File: src/rtl/serial_adder.sv
// serial_adder: bit-serial adder/subtractor, one full-adder bit per clock, LSB first.
//
// Ports:
//   clk    - clock; all state changes on its rising edge
//   rst_n  - asynchronous active-low reset
//   start  - request a new operation (sampled only in IDLE)
//   sub    - 0: a+b+cin, 1: a-b (sampled with start)
//   a, b   - WIDTH-bit operands (sampled with start)
//   cin    - carry-in for add; ignored when sub=1
//   busy   - high whenever the FSM is not IDLE
//   done   - one-cycle pulse; sum/cout (and ovf) valid
//   sum    - registered WIDTH-bit result, modulo 2^WIDTH
//   cout   - carry out of the MSB (for subtract, 1 = no borrow)
//   ovf    - signed overflow; exists only when SERIAL_ADDER_OVF_EN is defined
//
// Configuration: define SERIAL_ADDER_OVF_EN to add the ovf port and its logic.
//
// Timing: accept edge -> WIDTH RUN cycles -> one DONE cycle -> IDLE, so one
// result every WIDTH+2 cycles at best.

module serial_adder #(
  parameter int unsigned WIDTH = 8  // legal range 2..32
) (
  input  logic             clk,
  input  logic             rst_n,
  input  logic             start,
  input  logic             sub,
  input  logic [WIDTH-1:0] a,
  input  logic [WIDTH-1:0] b,
  input  logic             cin,
  output logic             busy,
  output logic             done,
  output logic [WIDTH-1:0] sum,
  output logic             cout
`ifdef SERIAL_ADDER_OVF_EN
  ,
  output logic             ovf
`endif
);

  localparam int unsigned IdxW = (WIDTH > 1) ? $clog2(WIDTH) : 1;

  typedef enum logic [1:0] {
    StIdle,
    StRun,
    StDone
  } state_e;

  state_e           state_q;
  logic [WIDTH-1:0] a_q;      // operand A, shifted right each RUN cycle
  logic [WIDTH-1:0] b_q;      // operand B (already inverted for subtract)
  logic [WIDTH-1:0] acc_q;    // partial result; new bits enter at the MSB
  logic             carry_q;
  logic [IdxW-1:0]  idx_q;

  logic bit_s;
  logic bit_c;

  // Full adder on the current LSBs.
  assign bit_s = a_q[0] ^ b_q[0] ^ carry_q;
  assign bit_c = (a_q[0] & b_q[0]) | (carry_q & (a_q[0] ^ b_q[0]));

  assign busy = (state_q != StIdle);
  assign done = (state_q == StDone);

  always_ff @(posedge clk or negedge rst_n) begin
    if (!rst_n) begin
      state_q <= StIdle;
      a_q     <= '0;
      b_q     <= '0;
      acc_q   <= '0;
      carry_q <= 1'b0;
      idx_q   <= '0;
      sum     <= '0;
      cout    <= 1'b0;
`ifdef SERIAL_ADDER_OVF_EN
      ovf     <= 1'b0;
`endif
    end else begin
      unique case (state_q)
        StIdle: begin
          if (start) begin
            a_q     <= a;
            // Subtract as a + ~b + 1.
            b_q     <= b ^ {WIDTH{sub}};
            carry_q <= sub | cin;
            acc_q   <= '0;
            idx_q   <= '0;
            state_q <= StRun;
          end
        end
        StRun: begin
          a_q     <= a_q >> 1;
          b_q     <= b_q >> 1;
          carry_q <= bit_c;
          acc_q   <= {bit_s, acc_q[WIDTH-1:1]};
          idx_q   <= idx_q + 1'b1;
          if (idx_q == IdxW'(WIDTH - 1)) begin
            // Last bit: publish the whole result at once.
            sum     <= {bit_s, acc_q[WIDTH-1:1]};
            cout    <= bit_c;
`ifdef SERIAL_ADDER_OVF_EN
            // carry_q here is the carry into the MSB.
            ovf     <= carry_q ^ bit_c;
`endif
            state_q <= StDone;
          end
        end
        StDone: begin
          state_q <= StIdle;
        end
        default: begin
          state_q <= StIdle;
        end
      endcase
    end
  end

endmodule

File: config.mk
export PLATFORM = sky130hd
export DESIGN_NAME = serial_adder
export DESIGN_NICKNAME = d
export VERILOG_FILES = /design/src/rtl/serial_adder.sv
export SDC_FILE = /design/constraint.sdc
export NUM_CORES = 1
export LEC_CHECK = 0
export ABC_AREA = 0
export BUFFER_PORTS_ARGS = -buffer_cell sky130_fd_sc_hd__buf_2
export CORE_UTILIZATION = 35
export CTS_BUF_LIST = sky130_fd_sc_hd__clkbuf_16
export DETAILED_ROUTE_END_ITERATION = 10
export SKIP_LAST_GASP = 1
export SLEW_MARGIN = 20
export SYNTH_ARGS = -nofsm -noshare
export SYNTH_HDL_FRONTEND = slang
export SYNTH_SLANG_ARGS = --single-unit
File: constraint.sdc
create_clock -name clk -period 2.19 [get_ports clk]
set_clock_uncertainty 0.05 [all_clocks]
set_input_delay 0.219 -clock clk [delete_from_list [all_inputs] [get_ports clk]]
set_output_delay 0.219 -clock clk [all_outputs]
set_load 0.005 [all_outputs]
# Yosys cells after proc, flatten, opt, wreduce, memory -nomap -nowiden
# Index checks and enable logic that the tools add are counted.
# word_totals
wordCells	40
inputBits	21
out_inout_bits	11
reg_bits	39
# op_classes
reduce_logical	6
add_sub_neg	1
n_eq_ne	5
n_mux	13
bitwise_logic	7
# op_table
cell	n
one-hot mux 8 bit (2 select lines)	3
2-to-1 mux 8 bit	3
bitwise XOR 8 bit	1
one-hot mux 3 bit (2 select lines)	1
AND reduction 2 bit	3
2-to-1 mux 2 bit	2
inequality test 2 bit, second input constant	2
one-hot mux 2 bit (2 select lines)	1
nonzero test 2 bit	2
adder 3 x 1 -> 3 bit, second input constant	1
equality test 3 bit, second input constant	1
2-to-1 mux 3 bit	1
AND 1 bit	2
equality test 2 x 1 -> 1 bit, second input constant	1
equality test 2 bit, second input constant	1
logical NOT 2 bit	1
OR 1 bit	2
one-hot mux 1 bit (2 select lines)	1
bitwise XOR 1 bit	2
2-to-1 mux 1 bit	1

# Longest topological paths before layout
# Gate-level depths: netlist (run 1).
# logic_depth
word_depth	4
depth_mapped	5
mapped_depth_nobuf	4

# Worst setup path after synthesis (run 1)
# OpenSTA, ideal clock, no wires.
# synth_timing
kind	reg-to-reg
start	reg idx_q[0]
end	reg cout
n_path_buf	0
required_time_ns	2.015
setup_ns	0.125
path_stages_with_launch	5
synth_period_minus_slack_ns	1.401
setup_slack_ns	0.789
arrival_time_ns	1.226
cell_sequence	dfrtp_1 -> ha_1 -> ha_1 -> nand2_4 -> mux2_4
# synth_between
elab_chain_cells	2
# synth_lines
element	line	text
start, declared	54	logic [IdxW-1:0] idx_q;
start signal, assigned	97	idx_q <= idx_q + 1'b1;
equality test 3 bit	98	if (idx_q == IdxW'(WIDTH - 1)) begin
AND reduction 2 bit (no source line)	n/a	
end signal, assigned	101	cout <= bit_c;
end, declared	34	output logic cout
# Every way passes these cells.
# A chain may end at the register's enable or synchronous reset.

# Worst setup path in the final report (run 1)
# layout_timing
start	reg state_q[0]
end	reg a_q[5]
# layout_between
elab_chain_cells	3
word_cells_on_any_way	6
cone_classes	2 x eq/ne; 1 x mux; 3 x reduce/logical
# layout_lines
element	line	text
start, declared	49	state_e state_q;
start signal, assigned	68	state_q <= StIdle;
start signal, assigned	89	state_q <= StRun;
start signal, assigned	106	state_q <= StDone;
equality test 2 x 1 -> 1 bit / logical NOT 2 bit (equally long branches)	80	unique case (state_q)
nonzero test 2 bit (no source line) / inequality test 2 bit (equally long branches)	n/a	
AND reduction 2 bit (no source line)	n/a	
end signal, assigned	93	a_q <= a_q >> 1;
end, declared	50	logic [WIDTH-1:0] a_q;
# Parallel ways exist; a longest one is shown, timed or not.

==> results by group, run 1 <==
Worst setup path
  • Worst r2r path cells: 4
  • Crit path launch type: flop
  • R2r setup slk: 0.62 ns
  • Worst Path Required: 2.29 ns
  • Critical path type: flop to flop
  • Critical R2R Capture: a_q[5]$_DFFE_PN0P_
  • Start of the worst register-to-register path: state_q[0]$_DFFE_PN0P_
  • Crit end category: flop
  • Critical Path AT: 1.67 ns
  • CP Max Fanout: 13

CTS
  • Resized Gates After CTS: 0
  • Clock sink total: 38
  • CTS Root Cell: clkbuf_16
  • CTS clock-pin slew for the worst setup and hold paths: 0.05 ns
  • CTS tree: built
  • Clock Path Buffers: 2
  • Post-CTS Hold Fix Bufs: 0
  • Num CTS Buffers: 5
  • H-tree Lvls: 2
  • # Post-CTS Setup Buffers: 0
  • Clk Latency, worst-skew pair: 0.27 ns

Pwr
  • Sequential Power Share: 0.419
  • VDD IR max: 0.504 mV
  • Clock power frac: 0.224
  • Switching share of power: 0.338
  • Pwr/cell area: 1380 nW/um^2
  • Cell Int Power: 1.95 mW
  • NetSw: 0.995 mW
  • Logic pwr share: 0.357
  • Static Leak: 1.09 nW

Outcome
  • Failing checks: negative hold slack
  • Status: finished, violations left

Route
  • DRC: 0
  • Post-DRT Antenna Nets: 0
  • DR vias: 1173
  • DRT Pass-1 Iters: 4
  • Final WL: 3040 um
  • DR vias/cell: 4.56
  • Routed len/inst: 11.8 um
  • Number of DRC markers in iteration 0: 82

Logic synthesis
  • Most common cell in the netlist: dfrtp_1
  • Synthesized net count: 181
  • Register area share after synthesis: 0.526
  • Share of the synthesized area in the top cell type: 0.526
  • Post-synth EDFFs: 0
  • Synth cell types: 25
  • Flops & latches, synth: 38
  • Mapped Avg Cell Area: 11.5 um^2
  • Predominant post-synthesis flop cell: dfrtp_1
  • Main area contributors after synthesis: dfrtp_1 (53%), nand3_2 (8.3%), mux2_4 (7.5%)
  • Synth warn: 0
  • Synth area leader: dfrtp_1
  • Synth Instances: 157
  • List of most frequent post-synthesis cells: dfrtp_1 (38), nand2_1 (35), nand3_2 (15)
  • Asr flop ratio synth: 1.00
  • Mapped Area: 1810 um^2

Finish
  • Final Net Count: 213
  • Final Instance Area: 2140 um^2
  • Fill cells: 486
  • Layout Area Growth over Synthesis: 18.1%
  • # diodes: 0
  • Ratio of cells with drive above 1 in the final layout: 0.358

Floorplan
  • # IOs: 32
  • Die X: 73.9 um
  • Total die area: 5460 um^2
  • Die height: 73.9 um
  • Initial Utilization: 0.373
  • Core Box Area: 4850 um^2
  • Row cnt: 25

Timing
  • RSZ-0062 raised after global routing: false
  • Final Cycle Share: 0.717
  • Minimum clock period: 1.57 ns
  • Max Fclk: 0.637 GHz
  • Measured slew at the worst slew-check pin: 0.827 ns
  • Hold slack: -0.00347 ns
  • Final setup viols: 0
  • Worst slew margin: 0.449
  • Slew Viols, Final: 0
  • Hold Fails Final Rpt: 10
  • Post-route setup TNS: 0 ns

Global routing
  • Antenna violations before repair: 0
  • First-pass GRT wire length: 5410 um
  • Largest net degree at the start of global routing: 39
  • GRT Residual Overflow: 0
  • GRT Util Overall: 0.131
  • Vias in the first global route: 1198

Placement
  • GP Congestion: 0.687
  • Post-place instance area: 2000 um^2
  • Port Buffer Count: 31
  • Post-DP HPWL: 2100 um

Flow run
  • Total of max-cap violations: 0

Min path
  • Hold Path Class: primary input to async pin
## metrics by stage
stage,instances,worst slack (ns),util,power [mW]
2_1_floorplan,157,0.789,-,2.07
3_3_place_gp,249,0.660,0.412,2.29
3_5_place_dp,249,0.622,0.412,2.32
4_1_cts,257,0.605,0.441,2.99
5_1_grt,257,0.458,0.441,3.22
6_report,257,0.621,0.441,2.95
## layout by cell type (no fill, tap or decap)
cell | Yosys | final
or3b_1 | 1 | 1
nor2_1 | 8 | 8
nor3_1 | 3 | 3
xnor2_1 | 8 | 8
nand3_2 | 15 | 15
o21ai_2 | 1 | 1
nand2_4 | 1 | 1
nand3_1 | 10 | 10
o21bai_1 | 1 | 1
a221o_1 | 7 | 7
buf_4 | 1 | 3
nor3b_2 | 1 | 1
clkbuf_16 | 0 | 5
inv_1 | 1 | 2
dfrtp_1 | 38 | 38
or2_2 | 1 | 1
o21ai_0 | 2 | 2
fa_1 | 1 | 1
buf_2 | 3 | 31
nand2_1 | 35 | 35
ha_1 | 2 | 2
clkinv_2 | 0 | 1
mux2_4 | 9 | 9
nor2b_1 | 2 | 2
or2b_1 | 1 | 1
clkinv_1 | 0 | 1
## worst max path at each step
stage | startpoint | to | slack [ns] | cells past startpoint
detailed placement | state_q[0]$_DFFE_PN0P_ | a_q[4]$_DFFE_PN0P_ | 0.62 | 4
global route | state_q[0]$_DFFE_PN0P_ | carry_q$_DFFE_PN0P_ | 0.46 | 3
floorplan | idx_q[0]$_DFFE_PN0P_ | cout$_DFFE_PN0P_ | 0.79 | 4
finish | state_q[0]$_DFFE_PN0P_ | a_q[5]$_DFFE_PN0P_ | 0.62 | 4
global placement | state_q[0]$_DFFE_PN0P_ | a_q[4]$_DFFE_PN0P_ | 0.66 | 4
CTS | state_q[0]$_DFFE_PN0P_ | a_q[4]$_DFFE_PN0P_ | 0.61 | 4
## power groups by stage
stage	logic, mW	clock network (mW)	registers, mW
final	1.05	0.660	1.23
after global placement	1.05	0	1.24
after detailed placement	1.08	0	1.24
after floorplan	0.860	0	1.21
after CTS	1.07	0.679	1.24
after global routing	1.23	0.710	1.28
## logic make-up (layout without fill, tap and decap cells)
kind of cell / after synthesis / after routing / share of synthesized area
and+or+nand+nor: 78 / 78 / 0.241
DFF: 38 / 38 / 0.526
AOI/OAI and AO/OA: 11 / 11 / 0.0533
buffers and inverters: 10 / 43 / 0.0415
muxes: 9 / 9 / 0.0747
xor gates and xnor gates: 8 / 8 / 0.0388
adders and majority gates: 3 / 3 / 0.0249
## registers in the layout (all words and copies together), names as in the netlist
signal / count
a_q: 8
acc_q: 7
b_q: 8
carry_q: 1
cout: 1
idx_q: 3
state_q: 2
sum: 8
## metal layers
metal	wire (um)	track usage	share of wire	vias to the layer above
li1	-	-	-	596
met1	1540	0.180	0.51	553
met2	1390	0.206	0.46	24
met3	111	0.0453	0.037	0
met4	0	0.0128	0	0
met5	0	0	0	-
## layout make-up
| cell class | count | area (um^2) | share of cell area |
|---|---|---|---|
| flip-flops and latches | 38 | 951 | 0.445 |
| well taps | 67 | 83.8 | 0.0393 |
| inverters | 1 | 3.75 | 0.00176 |
| clock buffers | 5 | 125 | 0.0586 |
| repair buffers | 34 | 178 | 0.0832 |
| multi-input cells | 109 | 782 | 0.366 |
| clock inverters | 3 | 12.5 | 0.00586 |
## worst max-delay path, stage by stage, from the launching register on
cell and delay, ns:
dfrtp_1 0.43, or3b_1 0.55, buf_4 0.25, nand3_2 0.09, nand3_2 0.08
No activity file was read; power rests on OpenSTA's default activity.
==> inputs of run 2 (changes only) <==
Clock period 2.19 ns to 1.5 ns, I/O delays scaled along.
==> results by group, run 2 (synthesized netlist as in run 1, its figures left out) <==
Finish
  • # diodes: 0
  • Fill cells: 452
  • Most common library cell in the layout ignoring fill and taps: dfrtp_1
  • Final Instance Area: 2240 um^2
  • Largest regs: a_q (8), b_q (8), sum (8)
  • Ratio of cells with drive above 1 in the final layout: 0.394
  • Commonest non-fill, non-tap cells in the layout: dfrtp_1 (38), nand2_1 (35), buf_2 (31)
  • Final Net Count: 221
  • Layout Area Growth over Synthesis: 24.0%
  • Layout Utilization: 0.462

Min path
  • Hold Path Class: primary input to flop

CTS
  • CTS tree: built
  • Clock sink total: 38
  • CTS clock-pin slew for the worst setup and hold paths: 0.05 ns
  • Clock Path Buffers: 2
  • Num CTS Buffers: 5
  • H-tree Lvls: 2
  • CTS Root Cell: clkbuf_16
  • Clk Latency, worst-skew pair: 0.28 ns
  • # Post-CTS Setup Buffers: 0

Floorplan
  • Initial Utilization: 0.373
  • # IOs: 32
  • Total die area: 5460 um^2
  • Die X: 73.9 um
  • Die height: 73.9 um
  • Core Box Area: 4850 um^2
  • Row cnt: 25

Pwr
  • NetSw: 1.56 mW
  • Pwr/cell area: 2040 nW/um^2
  • Clock power frac: 0.216
  • PnR Total Power: 4.57 mW
  • Static Leak: 1.14 nW
  • Sequential Power Share: 0.394
  • Cell Int Power: 3.00 mW
  • Logic pwr share: 0.389
  • Switching share of power: 0.342
  • VDD IR max: 0.851 mV

Route
  • DRC: 0
  • DR vias/cell: 4.63
  • DRT Pass-1 Iters: 4
  • DR vias: 1227
  • Number of DRC markers in iteration 0: 77
  • Routed len/inst: 12.6 um
  • Final WL: 3350 um
  • Post-DRT Antenna Nets: 0

Flow run
  • Total of max-cap violations: 0

Global routing
  • GRT Util Overall: 0.145
  • Vias in the first global route: 1192
  • GRT Residual Overflow: 0
  • First-pass GRT wire length: 5690 um
  • Largest net degree at the start of global routing: 39
  • Antenna violations before repair: 0

Timing
  • Post-route setup TNS: 0 ns
  • Slew Viols, Final: 0
  • Minimum clock period: 1.40 ns
  • RSZ-0062 raised after global routing: false
  • Final setup viols: 0
  • Max Fclk: 0.713 GHz
  • Final Cycle Share: 0.935
  • Worst slew margin: 0.681
  • Setup ws final: 0.0974 ns
  • Hold Fails Final Rpt: 0
  • Measured slew at the worst slew-check pin: 0.478 ns

Worst setup path
  • Worst Path Required: 1.61 ns
  • Critical path type: flop to flop
  • Crit end category: flop
  • Crit path launch type: flop
  • Critical Path AT: 1.52 ns
  • CP Max Fanout: 5

Placement
  • Port Buffer Count: 31
  • GP Congestion: 0.699
  • DP Worst Slack: 0.0274 ns
  • Post-place instance area: 2070 um^2
  • Post-DP HPWL: 2220 um

Outcome
  • Status: finished, final reports clean
-- run 2: layout make-up --
class,count,area (um^2),share of cell area
flip-flops and latches,38,951,0.424
clock buffers,5,125,0.0558
well taps,67,83.8,0.0374
repair buffers,41,258,0.115
multi-input cells,110,808,0.360
inverters,1,3.75,0.00167
clock inverters,3,12.5,0.00558
-- run 2: critical path: stages, from the launching register on --
cell and delay, ns:
dfrtp_1 0.39, ha_1 0.20, ha_2 0.21, nand2_4 0.13, mux2_4 0.31
-- run 2: final timing paths --
kind | slack [ns] | start | to | cells past startpoint
worst max-delay path | 0.1 | idx_q[0]$_DFFE_PN0P_ | sum[7]$_DFFE_PN0P_ | 4
worst max register to register | 0.1 | idx_q[0]$_DFFE_PN0P_ | sum[7]$_DFFE_PN0P_ | 4
max in group asynchronous | 0.67 | rst_n | idx_q[0]$_DFFE_PN0P_ | 3
min in group asynchronous | 0.40 | rst_n | sum[7]$_DFFE_PN0P_ | 3
worst min-delay path | 0.01 | a[7] | a_q[7]$_DFFE_PN0P_ | 3
worst min register to register | 0.44 | a_q[7]$_DFFE_PN0P_ | a_q[6]$_DFFE_PN0P_ | 2
-- run 2: power by group through the flow --
| stage | Clock (mW) | Combinational (mW) | Sequential, mW |
|---|---|---|---|
| after floorplan | 0 | 1.26 | 1.76 |
| after global placement | 0 | 1.73 | 1.80 |
| after detailed placement | 0 | 1.77 | 1.82 |
| after CTS | 1.02 | 1.78 | 1.80 |
| after global routing | 1.06 | 2.03 | 1.87 |
| final | 0.988 | 1.78 | 1.80 |
-- run 2: metrics by stage --
| stage | cells | hold WS [ns] |
|---|---|---|
| after floorplan | 157 | -0.196 |
| after global placement | 255 | 0.176 |
| after detailed placement | 255 | 0.183 |
| after CTS | 264 | 0.00809 |
| after global routing | 265 | 0.0301 |
| final | 265 | 0.0133 |
-- run 2: layer usage --
layer	GRT usage	vias up	wire (um)
li1	-	616	-
met1	0.181	573	1610
met2	0.232	33	1540
met3	0.0370	5	137
met4	0.0705	0	58
met5	0	-	0
-- run 2: what timing repair did --
action,4_1_cts,5_1_grt
gates resized for setup,0,5
endpoints found under the hold margin,38,0
hold buffers,1,0
endpoints found under the setup margin,0,10
==> inputs of run 3 (changes only) <==
Settings changed: ABC_AREA 0 to 1.
==> results by group, run 3 <==
Global routing
  • GRT Residual Overflow: 0
  • First-pass GRT wire length: 5730 um
  • Vias in the first global route: 1262
  • Largest net degree at the start of global routing: 22
  • Antenna violations before repair: 0
  • GRT Util Overall: 0.141

CTS
  • CTS clock-pin slew for the worst setup and hold paths: 0.05 ns
  • CTS Root Cell: clkbuf_16
  • CTS tree: built
  • Num CTS Buffers: 5
  • Clk Latency, worst-skew pair: 0.28 ns
  • Clock sink total: 38
  • H-tree Lvls: 2
  • Clock Path Buffers: 2

Timing
  • Final Cycle Share: 0.899
  • Measured slew at the worst slew-check pin: 0.434 ns
  • Worst slew margin: 0.711
  • Slew Viols, Final: 0
  • Final setup viols: 0
  • Minimum clock period: 1.35 ns
  • Max Fclk: 0.741 GHz
  • RSZ-0062 raised after global routing: false
  • Post-route setup TNS: 0 ns
  • Hold Fails Final Rpt: 0

Floorplan
  • Row cnt: 25
  • Core Box Area: 4880 um^2
  • Total die area: 5520 um^2
  • # IOs: 32
  • Die X: 74.3 um
  • Initial Utilization: 0.375
  • Die height: 74.3 um

Finish
  • Largest regs: a_q (8), b_q (8), sum (8)
  • # diodes: 0
  • Most common library cell in the layout ignoring fill and taps: nand2_1
  • Layout Area Growth over Synthesis: 23.5%
  • Commonest non-fill, non-tap cells in the layout: nand2_1 (117), dfrtp_1 (38), buf_2 (31)
  • Final Net Count: 294
  • Ratio of cells with drive above 1 in the final layout: 0.242
  • Final Non-Filler Cells: 336

Logic synthesis
  • Flops & latches, synth: 38
  • Post-synth EDFFs: 0
  • Synthesized net count: 248
  • Mapped Area: 1830 um^2
  • Synth cell types: 19
  • Synth warn: 0
  • Synth area leader: dfrtp_1
  • Predominant post-synthesis flop cell: dfrtp_1
  • Mapped Avg Cell Area: 8.17 um^2
  • Synth Instances: 224
  • Share of the synthesized area in the top cell type: 0.519
  • Main area contributors after synthesis: dfrtp_1 (52%), nand2_1 (24%), nand3_1 (4.1%)
  • Most common cell in the netlist: nand2_1
  • List of most frequent post-synthesis cells: nand2_1 (117), dfrtp_1 (38), inv_1 (18)
  • Asr flop ratio synth: 1.00
  • Register area share after synthesis: 0.519

Placement
  • Cells after DPL: 324
  • Port Buffer Count: 31
  • Post-DP HPWL: 2550 um
  • GP Congestion: 0.698

Worst setup path
  • Critical Path AT: 1.15 ns
  • Crit path cell chain: inv_2, buf_4, nor2_1, buf_2
  • Cell at the slowest stage of the critical path: dfrtp_1
  • CP Max Fanout: 9
  • Worst Path Required: 1.30 ns
  • CP max stage delay: 0.41 ns
  • Crit end category: output port
  • Critical path type: flop to output port
  • Crit path launch type: flop

Pwr
  • Static Leak: 1.26 nW
  • VDD IR max: 0.599 mV
  • Pwr/cell area: 1860 nW/um^2

Route
  • DR vias/cell: 4.40
  • DR vias: 1477
  • Routed len/inst: 10.4 um
  • DRT Pass-1 Iters: 4
  • Post-DRT Antenna Nets: 0
  • Final WL: 3480 um
  • DRC: 0
  • Number of DRC markers in iteration 0: 76

Flow run
  • Total of max-cap violations: 0

Min path
  • Hold Path Class: primary input to flop

Outcome
  • Status: finished, final reports clean
-- run 3: changes by cell type in the layout (fill, tap and decap cells not counted), sizes merged, moves of 5 or more --
cell / previous run / this run
mux2: 9 / 0
nand3: 25 / 15
inv: 2 / 21
buf: 40 / 45
xnor2: 8 / 0
o21ai: 3 / 16
nand2: 37 / 119
nor2: 8 / 3
a221o: 7 / 0
-- run 3: area by class of cell --
type	instances	area, um^2
clock inverters	1	3.75
clock buffers	5	125
repair buffers	46	283
multi-input cells	158	736
well taps	67	83.8
inverters	21	78.8
flip-flops and latches	38	951
fillers	504	2620
-- run 3: worst paths after layout --
check / from / endpoint / slack [ns] / cells after the start
min in group asynchronous: rst_n / sum[5]$_DFFE_PN0P_ / 0.29 / 2
min: a[7] / a_q[7]$_DFFE_PN0P_ / 0.02 / 3
max in group asynchronous: rst_n / carry_q$_DFFE_PN0P_ / 0.65 / 3
max: state_q[1]$_DFFE_PN0P_ / done / 0.15 / 4
min reg2reg: sum[3]$_DFFE_PN0P_ / sum[3]$_DFFE_PN0P_ / 0.42 / 2
max reg2reg: idx_q[0]$_DFFE_PN0P_ / sum[7]$_DFFE_PN0P_ / 0.22 / 6
-- run 3: worst max-delay path, delay by kind of cell, from the launching register on --
kind | cells | cell delay, ns
buffers and inverters | 3 | 0.41
and+or+nand+nor | 1 | 0.05
DFF | 1 | 0.41
-- run 3: repair_timing --
item,CTS,global route
hold endpoints to repair,17,0
setup buffers,0,5
endpoints found under the setup margin,0,1
resized for setup,0,0
hold buffers,1,0
-- run 3: stage by stage --
stage	total power, mW	cell area, um^2	util	setup slack, ns	hold WS (ns)
after floorplan	2.78	1830	-	0.244	-0.196
after detailed placement	3.27	2080	0.427	0.116	0.0678
final	4.21	2260	0.463	0.151	0.0159
after global placement	3.24	2080	0.427	0.136	0.0718
after global routing	4.57	2260	0.463	0.0907	0.0379
after CTS	4.25	2220	0.456	0.111	0.0111
-- run 3: metal layers --
layer | track usage | share of wire
met1 | 0.189 | 0.50
met2 | 0.206 | 0.44
met3 | 0.0393 | 0.043
met4 | 0.0755 | 0.024
met5 | 0 | 0
-- run 3: cells by family after synthesis --
logic type                 synth area share
AOI/OAI and AO/OA                    0.0677
and+or+nand+nor                       0.305
buffers and inverters                0.0786
DFF                                   0.519
adders and majority gates            0.0246
xor gates and xnor gates            0.00479
-- run 3: where the power goes --
group	internal (mW)	switching, mW
combinational	0.657	0.895
clock	0.590	0.367
sequential	1.46	0.241
